`src/rtl/dot_product_sequencer.sv`:
```
// Batch sequencer for 4-lane dot products: reads A/B operand words,
// multiplies lane-wise, sums, and writes results at one entry per cycle.
module dot_product_sequencer #(
  parameter int DATA_WIDTH           = 32,
  parameter int VECTOR_WIDTH         = 4,
  parameter int VECTOR_ELEMENT_WIDTH = 8,
  parameter int ADDR_WIDTH           = 5,
  parameter int RESULT_WIDTH         = 2*VECTOR_ELEMENT_WIDTH+2
) (
  input  logic                  clk,
  input  logic                  rst,
  input  logic                  start,
  input  logic [ADDR_WIDTH:0]   vec_count,
  input  logic [ADDR_WIDTH-1:0] src_base,
  input  logic [ADDR_WIDTH-1:0] dst_base,
  output logic                  busy,
  output logic                  done,
  output logic                  rd_en,
  output logic [ADDR_WIDTH-1:0] rd_addr,
  input  logic [DATA_WIDTH-1:0] rd_data_a,
  input  logic [DATA_WIDTH-1:0] rd_data_b,
  output logic                  wr_en,
  output logic [ADDR_WIDTH-1:0] wr_addr,
  output logic [DATA_WIDTH-1:0] wr_data
);

  localparam int EW       = VECTOR_ELEMENT_WIDTH;
  localparam int PW       = 2*EW;
  localparam int MEM_SIZE = 2**ADDR_WIDTH;
  localparam logic [ADDR_WIDTH:0] MAX_CNT = (ADDR_WIDTH+1)'(MEM_SIZE);

  typedef enum logic [1:0] {IDLE, ISSUE, DRAIN, FINISH} state_t;

  state_t state, state_nx;

  logic [ADDR_WIDTH:0]   count_q, idx_q, count_sat;
  logic [ADDR_WIDTH-1:0] src_q, dst_q, widx_q;
  logic                  v1, v2, v3;
  logic                  accept, last_issue;
  logic [PW-1:0]         prod_q [VECTOR_WIDTH];
  logic [RESULT_WIDTH-1:0] sum_q, sum_d;

  assign count_sat  = (vec_count > MAX_CNT) ? MAX_CNT : vec_count;
  assign accept     = (state == IDLE) && start;
  assign last_issue = (idx_q == count_q - 1'b1);

  always_ff @(posedge clk or posedge rst) begin
    if (rst) state <= IDLE;
    else     state <= state_nx;
  end

  always_comb begin
    state_nx = state;
    unique case (state)
      IDLE: begin
        if (start)
          state_nx = (count_sat == '0) ? FINISH : ISSUE;
      end
      ISSUE: begin
        if (last_issue) state_nx = DRAIN;
      end
      DRAIN: begin
        // leave once the final entry is in its write cycle
        if (v3 && !v2 && !v1) state_nx = FINISH;
      end
      FINISH: state_nx = IDLE;
      default: state_nx = IDLE;
    endcase
  end

  always_ff @(posedge clk or posedge rst) begin
    if (rst) begin
      src_q   <= '0;
      dst_q   <= '0;
      count_q <= '0;
      idx_q   <= '0;
      widx_q  <= '0;
    end else begin
      if (accept) begin
        src_q   <= src_base;
        dst_q   <= dst_base;
        count_q <= count_sat;
        idx_q   <= '0;
        widx_q  <= '0;
      end else begin
        if (state == ISSUE) idx_q <= idx_q + 1'b1;
        if (v3) widx_q <= widx_q + 1'b1;
      end
    end
  end

  always_ff @(posedge clk or posedge rst) begin
    if (rst) begin
      v1 <= 1'b0;
      v2 <= 1'b0;
      v3 <= 1'b0;
    end else begin
      v1 <= rd_en;
      v2 <= v1;
      v3 <= v2;
    end
  end

  always_ff @(posedge clk or posedge rst) begin
    if (rst) begin
      for (int k = 0; k < VECTOR_WIDTH; k++)
        prod_q[k] <= '0;
    end else if (v1) begin
      for (int k = 0; k < VECTOR_WIDTH; k++)
        prod_q[k] <= PW'(rd_data_a[k*EW +: EW])
                   * PW'(rd_data_b[k*EW +: EW]);
    end
  end

  always_comb begin
    sum_d = '0;
    for (int k = 0; k < VECTOR_WIDTH; k++)
      sum_d = sum_d + RESULT_WIDTH'(prod_q[k]);
  end

  always_ff @(posedge clk or posedge rst) begin
    if (rst)     sum_q <= '0;
    else if (v2) sum_q <= sum_d;
  end

  assign busy    = (state != IDLE);
  assign done    = (state == FINISH);
  assign rd_en   = (state == ISSUE);
  assign rd_addr = src_q + idx_q[ADDR_WIDTH-1:0];
  assign wr_en   = v3;
  assign wr_addr = dst_q + widx_q;
  assign wr_data = DATA_WIDTH'(sum_q);

endmodule

```
`config.mk`:
```
export PLATFORM = sky130hd
export DESIGN_NAME = dot_product_sequencer
export DESIGN_NICKNAME = d
export VERILOG_FILES = /design/src/rtl/dot_product_sequencer.sv
export SDC_FILE = /design/constraint.sdc
export NUM_CORES = 1
export LEC_CHECK = 0
export BUFFER_PORTS_ARGS = -buffer_cell sky130_fd_sc_hd__buf_2
export CAP_MARGIN = 20
export CORE_MARGIN = 4
export CORE_UTILIZATION = 60
export DETAILED_ROUTE_END_ITERATION = 10
export PLACE_DENSITY = 0.8
export SETUP_SLACK_MARGIN = 0.5
export SLEW_MARGIN = 20
export SYNTH_ARGS = -nofsm -noshare
export SYNTH_HDL_FRONTEND = slang
export SYNTH_SLANG_ARGS = --single-unit
```
`constraint.sdc`:
```
create_clock -name clk -period 9.56 [get_ports clk]
set_input_delay 1.912 -clock clk [delete_from_list [all_inputs] [get_ports clk]]
set_output_delay 1.912 -clock clk [all_outputs]
set_load 0.02 [all_outputs]
```
# ---- After elaboration in Yosys (flattened, before gate mapping)
# Cells that the tools add are included.
dict set report op_classes {
  addsub 8
  multipliers 4
  div_mod_pow 0
  order_cmp 1
  n_eq_ne 7
  n_shift 0
  muxes 10
  n_bitwise 0
  n_reduce_logical 11
}
# operator n
set ops {}
lappend ops {{$mul A8 B8 Y16} 4}
lappend ops {{$add A17 B16 Y18} 1}
lappend ops {{$add A18 B16 Y18} 1}
lappend ops {{$mux W6} 3}
lappend ops {{$add A16 B16 Y17} 1}
lappend ops {{$add A5 B5 Y5} 2}
lappend ops {{$mux W5} 2}
lappend ops {{$mux W2} 4}
lappend ops {{$pmux W2 S4} 1}
lappend ops {{$add A6 B1 Y6 const B} 1}
lappend ops {{$eq A6 B6 Y1} 1}
lappend ops {{$gt A6 B6 Y1 const B} 1}
lappend ops {{$logic_not A6 Y1} 1}
lappend ops {{$reduce_bool A2 Y1} 3}
lappend ops {{$sub A6 B1 Y6 const B} 1}
lappend ops {{$add A5 B1 Y5 const B} 1}
lappend ops {{$eq A2 B2 Y1 const B} 2}
lappend ops {{$ne A2 B2 Y1 const B} 2}
lappend ops {{$logic_and A1 B1 Y1} 3}
lappend ops {{$reduce_and A3 Y1} 1}
lappend ops {{$eq A2 B1 Y1 const B} 1}
lappend ops {{$logic_not A1 Y1} 2}
lappend ops {{$logic_not A2 Y1} 1}
lappend ops {{$ne A2 B1 Y1 const B} 1}
dict set report totals {
  ff_bits 114
  latch_bits 0
  mem_bits_rw 0
  rom_bits 0
  inputBits 83
  out_inout_bits 46
  word_cells 55
  n_memories 0
}

# ---- Longest topological paths before layout
# Gate-level depths: netlist (run 1).
dict set report depth {
  word_depth 6
  ltp_mapped 16
  depth_no_buf 16
}

# ---- Least setup slack after synthesis (run 1)
# Ideal clock, no wire load.
dict set report synth_timing {
  kind {input -> register}
  startpoint {input rd_data_a[18]}
  endpoint {register prod_q[30] in the netlist's numbering}
  setup_time_ns 0.125
  arrival_ns 5.621
  t_required_ns 9.435
  path_slack_ns 3.814
  path_stages 14
  path_buffers 0
  path_cell_list {and2_1 fa_1 fa_1 fa_1 inv_1 fa_1 inv_1 ha_1 a21o_1 a221oi_2 o21ai_0 a21oi_1 xnor2_1 mux2_2}
}
dict set report synth_via {
  elab_chain_cells 1
}
# item line_no
set synth_lines {}
lappend synth_lines {{from (decl)} 20} ;# input logic [DATA_WIDTH-1:0] rd_data_a,
lappend synth_lines {{$mul A8 B8 Y16} 111} ;# * PW'(rd_data_b[k*EW +: EW]);
lappend synth_lines {{to (signal, indexed assignment)} 110} ;# prod_q[k] <= PW'(rd_data_a[k*EW +: EW])
lappend synth_lines {{to (decl)} 40} ;# logic [PW-1:0] prod_q [VECTOR_WIDTH];
# No other way between the ends.
# A chain may end at the register's enable or synchronous reset.

# ---- Worst setup path after layout (run 1)
# Same ends and word-level chain as after synthesis.

==> impl_metrics.ini, run 1 <==
[outcome]
outcome = completed

[floorplanning]
io_pins = 129
die_w_um = 164
core-area_mm2 = 0.0238
rows = 56
start_util = 0.618
die-area_mm2 = 0.0270
die_y_um = 164

[placement]
dp.cells = 1932
io_buffers = 114
placed_area_mm2 = 0.0155
place.gp.congestion = 0.920
hpwl_um = 25300
pre_cts_slack_ns = 3.34

[yosys]
ys.flop_type = dfrtp_1
postSynthCellCount = 1517
async_reset_ff_frac = 1.00
yosys_warnings = 0
ys_ff_latch = 114
yosys.area_share.adder = 0.394
synth_compound_area_frac = 0.105
synth_area_per_cell_um2 = 9.67
synth_top_family_by_area = adder cells
synth_edf_count = 0
synthSimpleGateAreaFrac = 0.162
synth.mux.area_fraction = 0.0373
synth_area_mm2 = 0.0147
ys_types = 61
ys_seq_area_frac = 0.194
yosys.area_share.xor_xnor = 0.0382

[drt]
routedWlPerCell_um = 16.0
ant_nets = 0
drt_drc_violations_left = 0
wl_met3_um = 1350
routed_wl_um = 31400
drtPass1Iterations = 5
drtIter0Drc = 652
wl_met2_um = 16000
wl_met1_um = 13700
top_layer = met4
via_count = 10800
viasPerCell = 5.52

[final_layout]
finalNetCount = 2070
syn2layout_area_growth_pct = 9.79
fin_area_mm2 = 0.0161
final_common_cell = inv_1
final_cells = 1964
final_cell_mix = inv_1, and2_1, fa_1, ha_1, nand2_1
drive_above_1_share = 0.128
n_antenna_cell = 0
final_core_utilization = 0.678

[cts]
cts_hold_buf = 0
cts_buffers = 17
clk_path_buf_depth = 2
post_cts_buffers = 0
clockRootBuffer = clkbuf_16
clkTransAtPathRegs_ns = 0.06
cts.sinks = 114
clock_latency_ns = 0.42
cts_tree = yes
cts_resized = 0
cts_htree_levels = 4

[setup_path]
critical_path_peak_fanout = 8
required_ns = 9.86
arrival_ns = 6.11
end_kind = flip-flop
start_kind = input port
worstSetupPathType = in2reg

[timing]
setup_viol = 0
fmax_ghz = 0.172
post-route-period-util = 0.607
slew_violations = 0
rsz0062_at_grt = no
setup-tns-final_ns = 0
tightest_slew_ns = 0.885
finalClockSkew_ns = 0.0105
whs_ns = 0.482
setup_slack_ns = 3.75
fin_crit_ns = 5.81
relSlewSlack = 0.407
hold_violations = 0

[pwr]
vdd_drop_max_uv = 435
p_per_area_mw_per_mm2 = 384
p_leak_nw = 8.17
total_power_mw = 6.20

[job]
maxCapViolCount = 0

[grt]
antenna_found_initial = 0
grt_pass1_wl_um = 54000
grt_pass1_vias = 11400
grt_max_degree = 73
overflow = 0
grt_usage = 0.244

[hold_path]
hold_path_class = reg2reg
[metal layers]
metal	up-vias	track usage
met2	258	0.431
met5	-	0
met1	5382	0.326
met4	0	0.0420
met3	36	0.0337
li1	5167	-
[cell usage after synthesis, types with 8 or more instances]
master    number  area [µm²]
inv_1        223         837
buf_4         15         113
nand4_1        8        50.1
nand2_1      123         462
mux2_2        41         462
nor3_1        18        90.1
nor2_1        63         236
nand3_1       17        85.1
fa_1         178        3560
clkbuf_1      18        67.6
xor2_1        19         166
o21a_1        17         128
nor2b_1        8        50.1
a21oi_1       53         265
o21ai_0       41         205
xnor2_1       45         394
a211oi_1      12        90.1
ha_1         177        2210
dfrtp_1      114        2850
o31ai_1       10        75.1
a21o_1        25         188
and2_1       202        1260
[sequential cells by signal (all words and copies together), names as in the netlist]
| signal | cells |
|---|---|
| dst_q | 5 |
| idx_q | 6 |
| sum_q | 18 |
| src_q | 5 |
| prod_q | 64 |
| count_q | 6 |
| wr_en | 1 |
| widx_q | 5 |
| v1 | 1 |
| state | 2 |
| v2 | 1 |
[cells by family (layout without fill, tap and decap cells)]
kind of cell,Yosys count,in the layout
adder cells (fa/ha/maj),355,355
AND/OR/NAND/NOR,458,458
buffers and inverters,258,373
other,1,14
XOR/XNOR,64,64
AO/OA/AOI/OAI,218,218
flip-flops,114,114
multiplexers,49,49
[layout make-up]
| class | instances | area (µm²) |
|---|---|---|
| Tap cell | 319 | 399 |
| Fill cell | 1781 | 7640 |
| Clock buffer | 17 | 425 |
| Sequential cell | 114 | 2850 |
| Clock inverter | 15 | 149 |
| Multi-Input combinational cell | 1158 | 10800 |
| Timing Repair Buffer | 117 | 593 |
| Inverter | 224 | 843 |
[critical path: stages]
cell and delay (ns):
buf_2 0.14, and2_1 0.18, fa_1 0.51, fa_1 0.53
fa_1 0.54, inv_1 0.05, fa_1 0.52, inv_1 0.04
ha_1 0.37, a21o_1 0.22, a221oi_2 0.32, o21ai_0 0.19
a21oi_1 0.24, xnor2_1 0.09, mux2_2 0.26
[power by group]
group	total [mW]	internal [mW]	switching, mW
Sequential	0.953	0.733	0.220
Clock	0.620	0.365	0.255
Combinational	4.62	1.97	2.66
[path summary, 6_finish.rpt]
kind                                       startpoint                endpoint  slack, ns  cells past startpoint
worst max-delay path                    rd_data_a[18]  prod_q[30]$_DFFE_PP0P_       3.75                     15
worst min-delay path             src_q[3]$_DFFE_PP0P_    src_q[3]$_DFFE_PP0P_       0.48                      2
worst max register to register  prod_q[1]$_DFFE_PP0P_   sum_q[11]$_DFFE_PP0P_       5.98                     11
worst min register to register   src_q[3]$_DFFE_PP0P_    src_q[3]$_DFFE_PP0P_       0.48                      2
max in group asynchronous                         rst   prod_q[2]$_DFFE_PP0P_       6.75                      3
min in group asynchronous                         rst    dst_q[2]$_DFFE_PP0P_       1.59                      2
Power figures use the tool's default switching activity.
==> run 2, diff against run 1 <==
- ABC_AREA: not set -> 1
- CORE_UTILIZATION: 60 -> 57
- clock period: 9.56 -> 4.9 ns (I/O delays scaled with it)
==> run 2 against run 1 <==
Effect of this change:
- global-route usage shrank 0.69 points
- via count grew 20%
- critical endpoint is now prod_q[44]$_DFFE_PP0P_
- hold slack lost 0.016 ns
- first-iteration DRC count grew 36%
- largest cell class unchanged
- clock skew shrank 0.0010 ns
- synthesized cell count grew 39%
- setup slack lost 3.1 ns
- clock power grew 120%
==> impl_metrics.ini, run 2 <==
[outcome]
outcome = completed

[yosys]
yosysMostFrequentCell = nand2_1
ys.flop_type = dfrtp_1
netlist.area_leader.share = 0.230
yosysTopAreaCell = fa_1
ys_types = 34
synth_edf_count = 0
synth_area_per_cell_um2 = 7.35
synth_area_mm2 = 0.0155
async_reset_ff_frac = 1.00
ys_top_cells_by_count = nand2_1, inv_1, fa_1
synthTopCellsByArea = fa_1, dfrtp_1, nand2_1
yosys_warnings = 0
ys_seq_area_frac = 0.184
ys_ff_latch = 114
postSynthCellCount = 2108

[grt]
overflow = 0
grt_pass1_vias = 13100
grt_max_degree = 66
grt_pass1_wl_um = 60200
antenna_found_initial = 0
grt_usage = 0.237

[timing]
tightest_slew_ns = 0.722
setup_slack_ns = 0.669
fmax_ghz = 0.236
finalClockSkew_ns = 0.00949
rsz0062_at_grt = yes
setup-tns-final_ns = 0
fin_crit_ns = 4.23
hold_violations = 0
slew_violations = 0
post-route-period-util = 0.864
setup_viol = 0
relSlewSlack = 0.518

[floorplanning]
start_util = 0.576
core-area_mm2 = 0.0269
io_pins = 129
rows = 60
die_y_um = 173
die-area_mm2 = 0.0299
die_w_um = 173

[placement]
pre_cts_slack_ns = 0.182
place.gp.congestion = 0.914
io_buffers = 114
hpwl_um = 28500
placed_area_mm2 = 0.0162

[drt]
ant_nets = 0
drtPass1Iterations = 5
routed_wl_um = 35000
viasPerCell = 5.17
drt_drc_violations_left = 0
drtIter0Drc = 885
routedWlPerCell_um = 13.9
via_count = 13000

[setup_path]
critical_path_buf_inv_count = 4
cp_top_family = adder cells
slowest_stage = fa_1
crit_chain = buf_2 > nand2_1 > fa_1 > fa_1 > inv_1 > fa_1 > inv_1 > fa_1 > inv_1 > ha_2 > a21oi_2 > nor2_1 > nor2_1 > nand2_1 > nand2_1 > nand2_1 > nand2_1 > nand3_1 > nand2_1
worstSetupPathType = in2reg
critical_path_peak_fanout = 8
crit_path_frequent_cell = nand2_1
arrival_ns = 4.58
cp_slowest_stage_delay_ns = 0.54
required_ns = 5.25
start_kind = input port
end_kind = flip-flop

[cts]
cts_buffers = 17
clk_path_buf_depth = 2
cts_htree_levels = 4
clockRootBuffer = clkbuf_16
cts_hold_buf = 0
clock_latency_ns = 0.42
cts.sinks = 114
clkTransAtPathRegs_ns = 0.06
cts_tree = yes

[final_layout]
syn2layout_area_growth_pct = 9.09
top_register = prod_q
finalNetCount = 2598
largest_register_ffs = 64
final_cell_mix = nand2_1, inv_1, fa_1, ha_1, dfrtp_1
n_antenna_cell = 0
drive_above_1_share = 0.0870
fin_area_mm2 = 0.0169
final_common_cell = nand2_1
largestRegisters = prod_q (64), sum_q (18)

[pwr]
p_leak_nw = 10.5
p_per_area_mw_per_mm2 = 716
vdd_drop_max_uv = 630
total_power_mw = 12.1

[job]
maxCapViolCount = 0

[hold_path]
hold_path_class = reg2reg
-- run 2: cell count changes in the layout (fill, tap and decap cells not counted), sizes merged, moves of 14 or more --
cell    delta
a211oi    -14
a21o      -25
a21oi     +15
a31oi     +17
and2     -202
inv      +279
mux2      -42
nand2    +483
nand3     +74
nor2      +30
o21ai     +28
xnor2     -35
-- run 2: final cells by class --
type	instances	area (µm²)
clock buffer	20	467
clock inverter	12	179
fill	2347	9980
inverter	508	1910
multi-input combinational	1400	10400
sequential	114	2850
tap	341	427
timing repair buffer	119	626
-- run 2: what timing repair did --
item / 4_1_cts / 5_1_grt
setup buffers: 0 / 1
gates resized for setup: 0 / 22
endpoints found under the setup margin: 0 / 12
-- run 2: metal layers --
metal | wire, µm | track usage | part of all wire | up-vias
met4 | 531 | 0.0492 | 0.015 | 0
met5 | 0 | 0 | 0 | -
met3 | 1780 | 0.0315 | 0.051 | 44
met2 | 16900 | 0.405 | 0.48 | 366
met1 | 15700 | 0.326 | 0.45 | 6222
li1 | - | - | - | 6369
-- run 2: power breakdown --
| group | total (mW) | switching [mW] | internal [mW] | leakage [nW] |
|---|---|---|---|---|
| Sequential | 1.88 | 0.463 | 1.41 | 1.40 |
| Clock | 1.34 | 0.444 | 0.892 | 0.309 |
| Combinational | 8.89 | 5.57 | 3.32 | 8.82 |
| Total | 12.1 | 6.48 | 5.63 | 10.5 |
-- run 2: worst register-to-register path, cell delays in order (launching register included) --
cell     delay (ns)
dfrtp_1        0.43
fa_1           0.53
fa_1           0.50
ha_1           0.16
inv_1          0.07
fa_1           0.47
inv_1          0.10
nand2_1        0.08
o21ai_2        0.19
nand2_1        0.09
nand2_1        0.12
nand2_1        0.10
nand2_1        0.08
nand2_1        0.05
nand3_1        0.07
nand2_1        0.06
-- run 2: kinds of logic after synthesis --
logic type / after synthesis / share of synthesized area
flip-flops: 114 / 0.184
other: 1 / 0.000242
buffers and inverters: 607 / 0.152
adder cells (fa/ha/maj): 355 / 0.373
AND/OR/NAND/NOR: 839 / 0.219
AO/OA/AOI/OAI: 173 / 0.0614
XOR/XNOR: 19 / 0.0107
-- run 2: worst paths after layout --
| path | from | to | slack, ns | depth (start not counted) |
|---|---|---|---|---|
| max | rd_data_b[10] | prod_q[44]$_DFFE_PP0P_ | 0.67 | 19 |
| min | sum_q[0]$_DFFE_PP0P_ | sum_q[0]$_DFFE_PP0P_ | 0.47 | 2 |
| max reg2reg | prod_q[1]$_DFFE_PP0P_ | sum_q[15]$_DFFE_PP0P_ | 1.68 | 15 |
| min reg2reg | sum_q[0]$_DFFE_PP0P_ | sum_q[0]$_DFFE_PP0P_ | 0.47 | 2 |
| max in group asynchronous | rst | prod_q[0]$_DFFE_PP0P_ | 3.35 | 3 |
| min in group asynchronous | rst | dst_q[2]$_DFFE_PP0P_ | 0.58 | 2 |
-- run 2: stage by stage --
step                std cells  hold slack, ns   util
floorplan                2121           0.369      -
global route             2514           0.510  0.629
global placement         2481           0.451  0.602
finish                   2514           0.466  0.629
CTS                      2513           0.475  0.626
detailed placement       2481           0.460  0.602
